$ cat config.mk
export PLATFORM = sky130hd
export DESIGN_NAME = pipeline_accum_flat
export DESIGN_NICKNAME = d
export VERILOG_FILES = /design/src/rtl/pipeline_accum_if.sv /design/src/rtl/pipeline_accum.sv /design/src/flat_wrapper.sv
export SDC_FILE = /design/constraint.sdc
export NUM_CORES = 1
export LEC_CHECK = 0
export ABC_AREA = 0
export BUFFER_PORTS_ARGS = -buffer_cell sky130_fd_sc_hd__buf_2
export CAP_MARGIN = 20
export CORE_UTILIZATION = 35
export DETAILED_ROUTE_END_ITERATION = 8
export PLACE_DENSITY_LB_ADDON = 0.15
export SLEW_MARGIN = 20
export SYNTH_ARGS = -nofsm -noshare
export SYNTH_HDL_FRONTEND = slang
export SYNTH_SLANG_ARGS = --single-unit
export TNS_END_PERCENT = 50
$ cat constraint.sdc
create_clock -name clk -period 2.6 [get_ports clk]
set_clock_uncertainty 0.1 [all_clocks]
set_input_delay 0.52 -clock clk [delete_from_list [all_inputs] [get_ports clk]]
set_output_delay 0.52 -clock clk [all_outputs]
set_load 0.03 [all_outputs]
$ cat src/rtl/pipeline_accum_if.sv
// Handshake bundle for pipeline_accum: product input stream, frame abort,
// and frame-sum output stream. The upstream/bench side uses the master
// modport and the accumulator uses the slave modport.
interface pipeline_accum_if;
  logic [15:0] D;
  logic        in_valid;
  logic        in_ready;
  logic        clr;
  logic [17:0] sum;
  logic        ovf;
  logic        out_valid;
  logic        out_ready;

  modport master (
    output D,
    output in_valid,
    output clr,
    output out_ready,
    input  in_ready,
    input  sum,
    input  ovf,
    input  out_valid
  );

  modport slave (
    input  D,
    input  in_valid,
    input  clr,
    input  out_ready,
    output in_ready,
    output sum,
    output ovf,
    output out_valid
  );
endinterface

$ cat src/rtl/pipeline_accum.sv
// pipeline_accum: sums LEN unsigned 16-bit products per frame into an
// 18-bit result with overflow flag, under valid/ready handshakes on both
// sides. Two states: ACC collects beats, DONE holds the result until the
// downstream takes it.
//
// Build option: define ACCUM_SAT_EN to make the accumulator clamp at
// 18'h3FFFF on overflow; otherwise it wraps modulo 2^18. The ovf flag
// behaves the same in both builds.
module pipeline_accum #(
  parameter int LEN = 4  // products per frame, 1..16
) (
  input logic            clk,
  input logic            rst,
  pipeline_accum_if.slave bus
);

  typedef enum logic {
    ACC  = 1'b0,
    DONE = 1'b1
  } state_t;

  // Counter value on the final beat of a frame.
  localparam logic [3:0] LAST_CNT = 4'(LEN - 1);

  state_t      state_q;
  logic [3:0]  cnt_q;
  logic [17:0] acc_q;
  logic        ovf_q;
  logic        in_ready_q;
  logic        out_valid_q;

  logic        beat;
  logic        first_beat;
  logic [18:0] sum_wide;
  logic        carry;
  logic [17:0] acc_d;
  logic        ovf_d;

  // Next accumulator and overflow values for a beat accepted this cycle.
  always_comb begin
    beat       = bus.in_valid && in_ready_q;
    first_beat = (cnt_q == 4'd0);
    sum_wide   = {1'b0, acc_q} + {3'b000, bus.D};
    carry      = sum_wide[18];
    acc_d      = sum_wide[17:0];
    ovf_d      = ovf_q;
    if (first_beat) begin
      // A new frame never builds on the previous frame's result.
      acc_d = {2'b00, bus.D};
      ovf_d = 1'b0;
    end else begin
      ovf_d = ovf_q | carry;
`ifdef ACCUM_SAT_EN
      // Once clamped, the accumulator stays pinned for the rest of the frame.
      if (ovf_q || carry) begin
        acc_d = 18'h3FFFF;
      end
`else
      acc_d = sum_wide[17:0];
`endif
    end
  end

  // Frame FSM with registered handshake outputs; rst and clr both abort.
  always_ff @(posedge clk) begin
    if (rst || bus.clr) begin
      state_q     <= ACC;
      cnt_q       <= 4'd0;
      acc_q       <= 18'd0;
      ovf_q       <= 1'b0;
      in_ready_q  <= 1'b1;
      out_valid_q <= 1'b0;
    end else begin
      case (state_q)
        ACC: begin
          if (beat) begin
            acc_q <= acc_d;
            ovf_q <= ovf_d;
            if (cnt_q == LAST_CNT) begin
              cnt_q       <= 4'd0;
              state_q     <= DONE;
              in_ready_q  <= 1'b0;
              out_valid_q <= 1'b1;
            end else begin
              cnt_q <= cnt_q + 4'd1;
            end
          end
        end
        DONE: begin
          // Result held stable; in_ready stays low on the exit edge so no
          // beat can slip in while the result is being taken.
          if (bus.out_ready) begin
            state_q     <= ACC;
            in_ready_q  <= 1'b1;
            out_valid_q <= 1'b0;
          end
        end
        default: begin
          state_q     <= ACC;
          in_ready_q  <= 1'b1;
          out_valid_q <= 1'b0;
        end
      endcase
    end
  end

  assign bus.sum       = acc_q;
  assign bus.ovf       = ovf_q;
  assign bus.in_ready  = in_ready_q;
  assign bus.out_valid = out_valid_q;

endmodule
$ cat src/flat_wrapper.sv
// flat-port wrapper written by rule: the top's interface ports become plain ports
module pipeline_accum_flat 
#(
  parameter int LEN = 4                              
)
  (clk, rst, bus_D, bus_in_valid, bus_clr, bus_out_ready, bus_in_ready, bus_sum, bus_ovf, bus_out_valid);
  pipeline_accum_if bus_i ();
  input logic clk;
  input logic rst;
  input wire logic [$bits(bus_i.D)-1:0] bus_D;
  input wire logic [$bits(bus_i.in_valid)-1:0] bus_in_valid;
  input wire logic [$bits(bus_i.clr)-1:0] bus_clr;
  input wire logic [$bits(bus_i.out_ready)-1:0] bus_out_ready;
  output wire logic [$bits(bus_i.in_ready)-1:0] bus_in_ready;
  output wire logic [$bits(bus_i.sum)-1:0] bus_sum;
  output wire logic [$bits(bus_i.ovf)-1:0] bus_ovf;
  output wire logic [$bits(bus_i.out_valid)-1:0] bus_out_valid;
  assign bus_i.D = bus_D;
  assign bus_i.in_valid = bus_in_valid;
  assign bus_i.clr = bus_clr;
  assign bus_i.out_ready = bus_out_ready;
  assign bus_in_ready = bus_i.in_ready;
  assign bus_sum = bus_i.sum;
  assign bus_ovf = bus_i.ovf;
  assign bus_out_valid = bus_i.out_valid;
  pipeline_accum #(.LEN(LEN)) u_core (.clk(clk), .rst(rst), .bus(bus_i));
endmodule
==> impl_metrics.toml, run 1 <==
[floorplan]
rows = 26
die_area_um2 = 5950
start_util_pct = 37.5
pin_count = 42
coreArea_um2 = 5270
die_w_um = 77.2
die_height_um = 77.2

[layout]
finalNetCount = 336
drive_above_1_share_pct = 22.0
stdcell_count = 365
synthToLayoutAreaGrowth_pct = 18.9
mostFrequentLayoutCells = "nand2_1 (41), buf_2 (41), a21oi_1 (29)"
final_core_util_pct = 44.6
nFillCells = 556
diodes = 0

[power]
p_total_mw = 1.06
peakVddDrop_v = 0.000180
p_switching_mw = 0.328
switching_share_pct = 31.0
p_int_mw = 0.731
combPwrFrac_pct = 26.8
pwr-share-seq_pct = 39.8
clkPwrFrac_pct = 33.3
p_per_area_nw_per_um2 = 450
leakagePower_nw = 1.07

[route]
drtAntennaViolNets = 0
first_pass_iters = 4
routedWlPerCell_um = 13.9
wl_um = 5070
vias_per_cell = 5.32
drt_iter0_drc = 65
drcViolationCount = 0
num_vias = 1940

[placement]
dp_hpwl_um = 3890
dp.cells = 361
portBuffers = 41
gp_congestion = 0.884

[global_routing]
grt_use_total_pct = 17.8
grt_max_degree = 17
grt_pass1_wl_um = 8590
gr-total-overflow = 0
first_global_vias = 1787
grt_antenna_before_repair = 0

[yosys]
ys.flop_type = "dfxtp_1"
synth-seq-cells = 26
ys_types = 50
synth_enable_flop_cells = 0
syn_nets = 291
ys_seq_area_share_pct = 26.3
ys_async_sr_fraction_pct = 0
avgSynthCellArea_um2 = 7.88
syn_inst = 251
synth_area_um2 = 1980
synth.yosys.warnings = 0

[cts]
clk_latency_ns = 0.28
cts_made_buffers = 3
root_buffer = "clkbuf_8"
clk_pin_slew_worst_paths_ns = 0.10
cts.hold.buffers_added = 0
clock-sinks = 26
cts-htree-levels = 1
cts_setup_buffers = 0
cts_resized = 0
cts_tree = "built"
clock_path_buffers = 2

[worst_setup_path]
endpoint_kind = "flip-flop"
crit_type = "flip-flop to flip-flop"
arrival_ns = 2.46
r2r-start = "u_core.bus.sum[0]"
startpoint_type = "flip-flop"
reg2reg_slack_ns = 0.21
r2r_cells = 8
crit_start = "u_core.bus.sum[0]"
cp-endpoint = "u_core.bus.ovf"
worst_ep_required_time_ns = 2.67
reg2reg_to = "u_core.bus.ovf"
cp_max_fo = 4

[sta]
timing.setup.tns_ns = 0
setup_viol = 0
post-route-period-util_pct = 91.8
finalHoldViolCount = 0
slew_headroom_pct = 49.3
fin_hold_ws_ns = 0.375
rsz0062_at_grt = "false"
finalCriticalPeriod_ns = 2.39
max_slew.worst_pin.slew_ns = 0.759
slew_violations = 0
fmax_mhz = 419

[flow_run]
max_cap_viol_count = 0

[min_path]
hp-class = "flip-flop to flip-flop"

[status]
status = "finished, final reports clean"
## area by class of cell
cell class,instances,area [um^2],area share (%)
Timing Repair Buffer,52,288,12.2
Tap cell,70,87.6,3.73
Multi-Input combinational cell,210,1370,58.4
Clock inverter,1,30.0,1.28
Clock buffer,3,41.3,1.76
Sequential cell,26,520,22.1
Inverter,3,11.3,0.479
## critical path: stages (launching register included)
cell and delay (ns):
dfxtp_1 0.34, ha_1 0.23, fa_1 0.38, a21o_1 0.21, a221o_1 0.32, a21oi_2 0.26, o21ai_2 0.10, a41oi_1 0.24
o31ai_1 0.10
## registers in the layout, summed over array words and instances (netlist names)
register,flops
u_core.bus.out_valid,1
u_core.cnt_q,4
u_core.state_q,1
u_core.bus.in_ready,1
u_core.bus.sum,18
u_core.bus.ovf,1
## synth_stat cells, types with 3 or more instances
cell      number  area [um^2]
a21o_1         8         60.1
a21oi_1       29          145
a311oi_1       5         43.8
a31oi_1        7         43.8
and2_1         3         18.8
buf_2          4         20.0
clkbuf_1       4         15.0
dfxtp_1       26          521
ha_1          18          225
inv_1          3         11.3
mux2i_1        3         30.0
nand2_1       41          154
nand3_1        7         35.0
nand4_1        3         18.8
nor2_1        17         63.8
o21ai_0       12         60.1
o221ai_1       4         35.0
o31ai_1        3         22.5
or3_1          3         18.8
xnor2_1       11         96.3
xor2_1         3         26.3
## routing by layer
metal | share of wire (%) | global-route usage (%)
met1 | 52 | 25.4
met2 | 43 | 27.7
met3 | 4.1 | 2.14
met4 | 1.4 | 5.09
met5 | 0 | 0
## worst min-delay path by stage
stage          cells after the start                   end            startpoint
4_1_cts                            2        u_core.bus.ovf        u_core.bus.ovf
3_3_place_gp                       2  u_core.bus.out_valid  u_core.bus.out_valid
5_1_grt                            3     u_core.bus.sum[4]              bus_D[4]
3_5_place_dp                       2        u_core.bus.ovf        u_core.bus.ovf
2_1_floorplan                      2        u_core.state_q        u_core.state_q
6_report                           2        u_core.bus.ovf        u_core.bus.ovf
## power groups by stage
stage | clock network (mW) | registers (mW) | logic, mW
floorplan | 0 | 0.452 | 0.182
global placement | 0 | 0.431 | 0.285
detailed placement | 0 | 0.431 | 0.283
CTS | 0.365 | 0.422 | 0.285
global route | 0.380 | 0.424 | 0.316
finish | 0.353 | 0.422 | 0.284
## per-stage QoR
stage / instance area [um^2] / setup WS (ns)
after CTS: 2350 / 0.186
after global placement: 2280 / -0.0143
after floorplan: 1980 / 0.199
final: 2350 / 0.214
after global routing: 2350 / 0.0610
after detailed placement: 2280 / -0.0867
## cell families (layout without fill, tap and decap cells)
logic type | Yosys count | in the layout | synth area share, %
xor gates and xnor gates | 14 | 14 | 6.20
and+or+nand+nor | 91 | 91 | 21.9
buffers and inverters | 15 | 59 | 4.24
DFF | 26 | 26 | 26.3
adders and majority gates | 19 | 19 | 12.4
AOI/OAI and AO/OA | 83 | 83 | 27.4
muxes | 3 | 3 | 1.52
Note: power is estimated with default switching activity, not from simulation.
==> run 2, diff against run 1 <==
--- a/config.mk
+++ b/config.mk
@@ -9,6 +9,7 @@
 export BUFFER_PORTS_ARGS = -buffer_cell sky130_fd_sc_hd__buf_2
 export CAP_MARGIN = 20
 export CORE_UTILIZATION = 35
+export CTS_CLUSTER_DIAMETER = 120
 export DETAILED_ROUTE_END_ITERATION = 8
 export PLACE_DENSITY_LB_ADDON = 0.15
 export SLEW_MARGIN = 20
==> constraint.sdc (replaced) <==
create_clock -name clk -period 2.3 [get_ports clk]
set_clock_uncertainty 0.1 [all_clocks]
set_input_delay 0.46 -clock clk [delete_from_list [all_inputs] [get_ports clk]]
set_output_delay 0.46 -clock clk [all_outputs]
set_load 0.03 [all_outputs]
==> impl_metrics.toml, run 2 (synthesis gave the netlist of run 1 again) <==
[global_routing]
grt_use_total_pct = 19.4
first_global_vias = 1919
gr-total-overflow = 0
grt_max_degree = 17
grt_antenna_before_repair = 0
grt_pass1_wl_um = 9290

[worst_setup_path]
cp_max_fo = 4
reg2reg_to = "u_core.bus.sum[14]"
r2r-start = "u_core.bus.sum[0]"
worst_ep_required_time_ns = 2.38
reg2reg_slack_ns = 0.1
startpoint_type = "flip-flop"
arrival_ns = 2.28
crit_type = "flip-flop to flip-flop"
endpoint_kind = "flip-flop"
r2r_cells = 8

[min_path]
hp-class = "input pin to flip-flop"
worst_hold_path.endpoint = "u_core.bus.in_ready"
min-delay-start = "bus_out_ready"
min_path_cells = 3

[route]
routedWlPerCell_um = 14.0
drt_iter0_drc = 107
first_pass_iters = 4
vias_per_cell = 5.27
drcViolationCount = 0
wl_um = 5350
drtAntennaViolNets = 0
num_vias = 2018

[cts]
clk_latency_ns = 0.28
cts_tree = "built"
cts_made_buffers = 3
clock-sinks = 26
clk_pin_slew_worst_paths_ns = 0.11
root_buffer = "clkbuf_8"
cts.hold.buffers_added = 0
clock_path_buffers = 2
cts-htree-levels = 1

[sta]
fmax_mhz = 454
fin_hold_ws_ns = 0.341
rsz0062_at_grt = "true"
slew_violations = 0
slew_headroom_pct = 73.0
finalCriticalPeriod_ns = 2.20
max_slew.worst_pin.slew_ns = 0.401
setup_viol = 0
finalHoldViolCount = 0
post-route-period-util_pct = 95.9

[power]
peakVddDrop_v = 0.000236
leakagePower_nw = 1.15
p_total_mw = 1.15
p_per_area_nw_per_um2 = 460

[layout]
finalNetCount = 354
drive_above_1_share_pct = 27.8
diodes = 0
final_core_util_pct = 47.5
largest_reg_flops = 18
nFillCells = 569
synthToLayoutAreaGrowth_pct = 26.5
mostFrequentLayoutCells = "nand2_1 (41), buf_2 (41), a21oi_1 (29), buf_4 (29), dfxtp_1 (25)"

[placement]
gp_congestion = 0.835
dp_hpwl_um = 4160
portBuffers = 41

[flow_run]
max_cap_viol_count = 0

[floorplan]
coreArea_um2 = 5270
die_height_um = 77.2
die_area_um2 = 5950
pin_count = 42
die_w_um = 77.2
rows = 26
start_util_pct = 37.5

[status]
status = "finished, final reports clean"
==> run 2: repair_timing <==
item / in CTS / in global routing
endpoints found under the hold margin: 0 / 0
setup endpoints to repair: 0 / 6
resized for setup: 0 / 4
setup buffers: 0 / 2
==> run 2: worst max-delay path by stage <==
| stage | startpoint | to | slack (ns) | cells past startpoint |
|---|---|---|---|---|
| 4_1_cts | u_core.bus.sum[0] | u_core.bus.sum[14] | 0.01 | 8 |
| 3_3_place_gp | bus_D[0] | u_core.bus.ovf | -0.19 | 9 |
| 3_5_place_dp | bus_D[0] | u_core.bus.sum[14] | -0.22 | 9 |
| 2_1_floorplan | bus_D[0] | u_core.bus.sum[14] | 0.04 | 8 |
| 5_1_grt | u_core.bus.sum[0] | u_core.bus.sum[14] | -0.02 | 8 |
| 6_report | u_core.bus.sum[0] | u_core.bus.sum[14] | 0.1 | 8 |
==> run 2: worst max-delay path, cell delays in order, from the launching register on <==
cell and delay (ns):
dfxtp_2 0.35, ha_4 0.16, fa_2 0.35, a21o_1 0.19, a221o_1 0.37, a21oi_4 0.21
a31oi_1 0.12, xnor2_1 0.18, a21oi_1 0.08
==> run 2: stage by stage <==
| stage | area [um^2] | TNS (ns) | setup WS, ns | instances |
|---|---|---|---|---|
| 3_3_place_gp | 2400 | -0.919 | -0.188 | 377 |
| 2_1_floorplan | 1980 | 0 | 0.0412 | 251 |
| 5_1_grt | 2500 | -0.0225 | -0.0225 | 383 |
| 3_5_place_dp | 2400 | -1.12 | -0.220 | 377 |
| 6_report | 2500 | 0 | 0.0950 | 383 |
| 4_1_cts | 2460 | 0 | 0.00999 | 381 |
==> run 2: layout make-up <==
cell class | instances | area, um^2 | share of cell area, %
clock buffers | 4 | 55.1 | 2.20
inverters | 3 | 11.3 | 0.450
multi-input cells | 210 | 1400 | 56.1
flip-flops and latches | 26 | 522 | 20.9
well taps | 70 | 87.6 | 3.50
repair buffers | 70 | 423 | 16.9
==> run 2: routing by layer <==
metal	vias up	share of wire (%)	track usage, %
met3	2	5.3	2.50
met2	45	42	29.5
met5	-	0	0
li1	1047	-	-
met4	0	0.50	4.91
met1	924	52	28.5
==> run 2: power breakdown <==
group	total (mW)	switching (mW)	internal, mW	leakage, nW
combinational	0.360	0.204	0.155	0.913
clock	0.313	0.160	0.153	0.0288
sequential	0.477	0.0124	0.464	0.212
==> run 3, diff against run 2 <==
--- a/config.mk
+++ b/config.mk
@@ -12,6 +12,7 @@
 export CTS_CLUSTER_DIAMETER = 120
 export DETAILED_ROUTE_END_ITERATION = 8
 export PLACE_DENSITY_LB_ADDON = 0.15
+export SETUP_SLACK_MARGIN = 0.5
 export SLEW_MARGIN = 20
 export SYNTH_ARGS = -nofsm -noshare
 export SYNTH_HDL_FRONTEND = slang
==> impl_metrics.toml, run 3 (synthesis gave the netlist of run 1 again) <==
[min_path]
hp-class = "input pin to flip-flop"

[route]
drtAntennaViolNets = 0
drt_iter0_drc = 74
drcViolationCount = 0
routedWlPerCell_um = 15.6
num_vias = 2118
wl_um = 6040
first_pass_iters = 4
vias_per_cell = 5.47

[sta]
fmax_mhz = 454
layout_setup_ws_ns = 0.0986
setup_viol = 0
max_slew.worst_pin.slew_ns = 0.403
finalCriticalPeriod_ns = 2.20
fin_hold_ws_ns = 0.324
rsz0062_at_grt = "true"
finalHoldViolCount = 0
slew_headroom_pct = 73.1
slew_violations = 0
post-route-period-util_pct = 95.7

[floorplan]
pin_count = 42
die_area_um2 = 5950
die_height_um = 77.2
rows = 26
coreArea_um2 = 5270
die_w_um = 77.2
start_util_pct = 37.5

[flow_run]
max_cap_viol_count = 0

[power]
pwr-share-seq_pct = 37.8
leakagePower_nw = 1.20
peakVddDrop_v = 0.000249
p_switching_mw = 0.421
p_per_area_nw_per_um2 = 446
p_int_mw = 0.849
clkPwrFrac_pct = 28.0
combPwrFrac_pct = 34.2
switching_share_pct = 33.2

[layout]
final_common_cell = "buf_2"
nFillCells = 536
mostFrequentLayoutCells = "buf_2 (41), nand2_1 (40), buf_4 (32)"
diodes = 0
synthToLayoutAreaGrowth_pct = 44.1
finalNetCount = 358
stdcell_count = 387
largest_reg_flops = 18
drive_above_1_share_pct = 41.3

[cts]
clock-sinks = 26
clock_path_buffers = 2
cts_tree = "built"
clk_pin_slew_worst_paths_ns = 0.10
root_buffer = "clkbuf_8"
cts-htree-levels = 1
clk_latency_ns = 0.28
cts_made_buffers = 3

[placement]
portBuffers = 41
gp_congestion = 0.879
dp_hpwl_um = 4240
dp.cells = 366
preCtsSetupSlack_ns = -0.240

[global_routing]
grt_antenna_before_repair = 0
grt_max_degree = 17
gr-total-overflow = 0
grt_use_total_pct = 19.4
grt_pass1_wl_um = 9310
first_global_vias = 1964

[worst_setup_path]
cp_max_fo = 4
crit_buf_inv = 1
slowest_stage = "a221o_1"
crit_type = "flip-flop to flip-flop"
arrival_ns = 2.31
endpoint_kind = "flip-flop"
startpoint_type = "flip-flop"
path_cells = "ha_4 > fa_2 > a21o_1 > a221o_1 > a21oi_4 > buf_6 > xnor2_2 > nand2_1 > a31oi_1"
critical-path-top-delay-family = "compound AO/OA/AOI/OAI gates"
max_stage_delay_ns = 0.35
worst_ep_required_time_ns = 2.41

[status]
status = "finished, final reports clean"
[run 3: changes by cell type in the layout (fill, tap and decap cells not counted), moves of 3 or more]
| cell | change |
|---|---|
| dfxtp_1 | -13 |
| ha_1 | -11 |
| ha_4 | +10 |
| dfxtp_2 | +8 |
| a21oi_1 | -5 |
| dfxtp_4 | +5 |
| a21oi_4 | +4 |
| buf_4 | +3 |
[run 3: through the flow]
stage | instance area, um^2 | total power, mW | TNS [ns] | utilization [%]
CTS | 2570 | 1.22 | 0 | 48.7
global placement | 2410 | 0.840 | -0.831 | 45.8
global route | 2850 | 1.34 | 0 | 54.0
floorplan | 2080 | 0.733 | 0 | -
finish | 2850 | 1.27 | 0 | 54.0
detailed placement | 2410 | 0.842 | -1.04 | 45.8
[run 3: cell type report]
type	instances	area [um^2]	share of cell area (%)
flip-flops and latches	26	551	19.3
well taps	70	87.6	3.08
repair buffers	74	457	16.0
inverters	3	11.3	0.395
multi-input cells	210	1680	58.8
clock buffers	4	66.3	2.33
[run 3: power groups by stage]
stage | Sequential, mW | Combinational (mW) | Clock, mW
2_1_floorplan | 0.514 | 0.220 | 0
3_5_place_dp | 0.491 | 0.351 | 0
6_report | 0.480 | 0.434 | 0.356
4_1_cts | 0.480 | 0.368 | 0.369
3_3_place_gp | 0.490 | 0.350 | 0
5_1_grt | 0.482 | 0.475 | 0.380
[run 3: routing by layer]
layer / GRT usage, % / part of all wire, % / vias to the layer above
met3: 2.14 / 3.9 / 6
li1: - / - / 1064
met2: 33.3 / 48 / 54
met1: 26.0 / 47 / 994
met4: 3.96 / 0.79 / 0
met5: 0 / 0 / -
[run 3: final timing paths]
path                                        endpoint  slack (ns)  depth (start not counted)                 start
worst max-delay path              u_core.bus.sum[10]         0.1                          9     u_core.bus.sum[0]
worst min-delay path             u_core.bus.in_ready        0.32                          3         bus_out_ready
worst max register to register    u_core.bus.sum[10]         0.1                          9     u_core.bus.sum[0]
worst min register to register  u_core.bus.out_valid        0.37                          2  u_core.bus.out_valid
[run 3: tightest hold or removal path, delay by kind of cell]
family / cells / cell delay [ns]
and+or+nand+nor: 2 / 0.13
buffers and inverters: 1 / 0.08
[run 3: what timing repair did]
| item | 4_1_cts | 5_1_grt |
|---|---|---|
| endpoints found under the hold margin | 0 | 0 |
| pin swaps | 14 | 17 |
| gates resized for setup | 7 | 38 |
| buffers inserted | 7 | 10 |
| setup endpoints to repair | 15 | 18 |
| hold buffers | 0 | 0 |
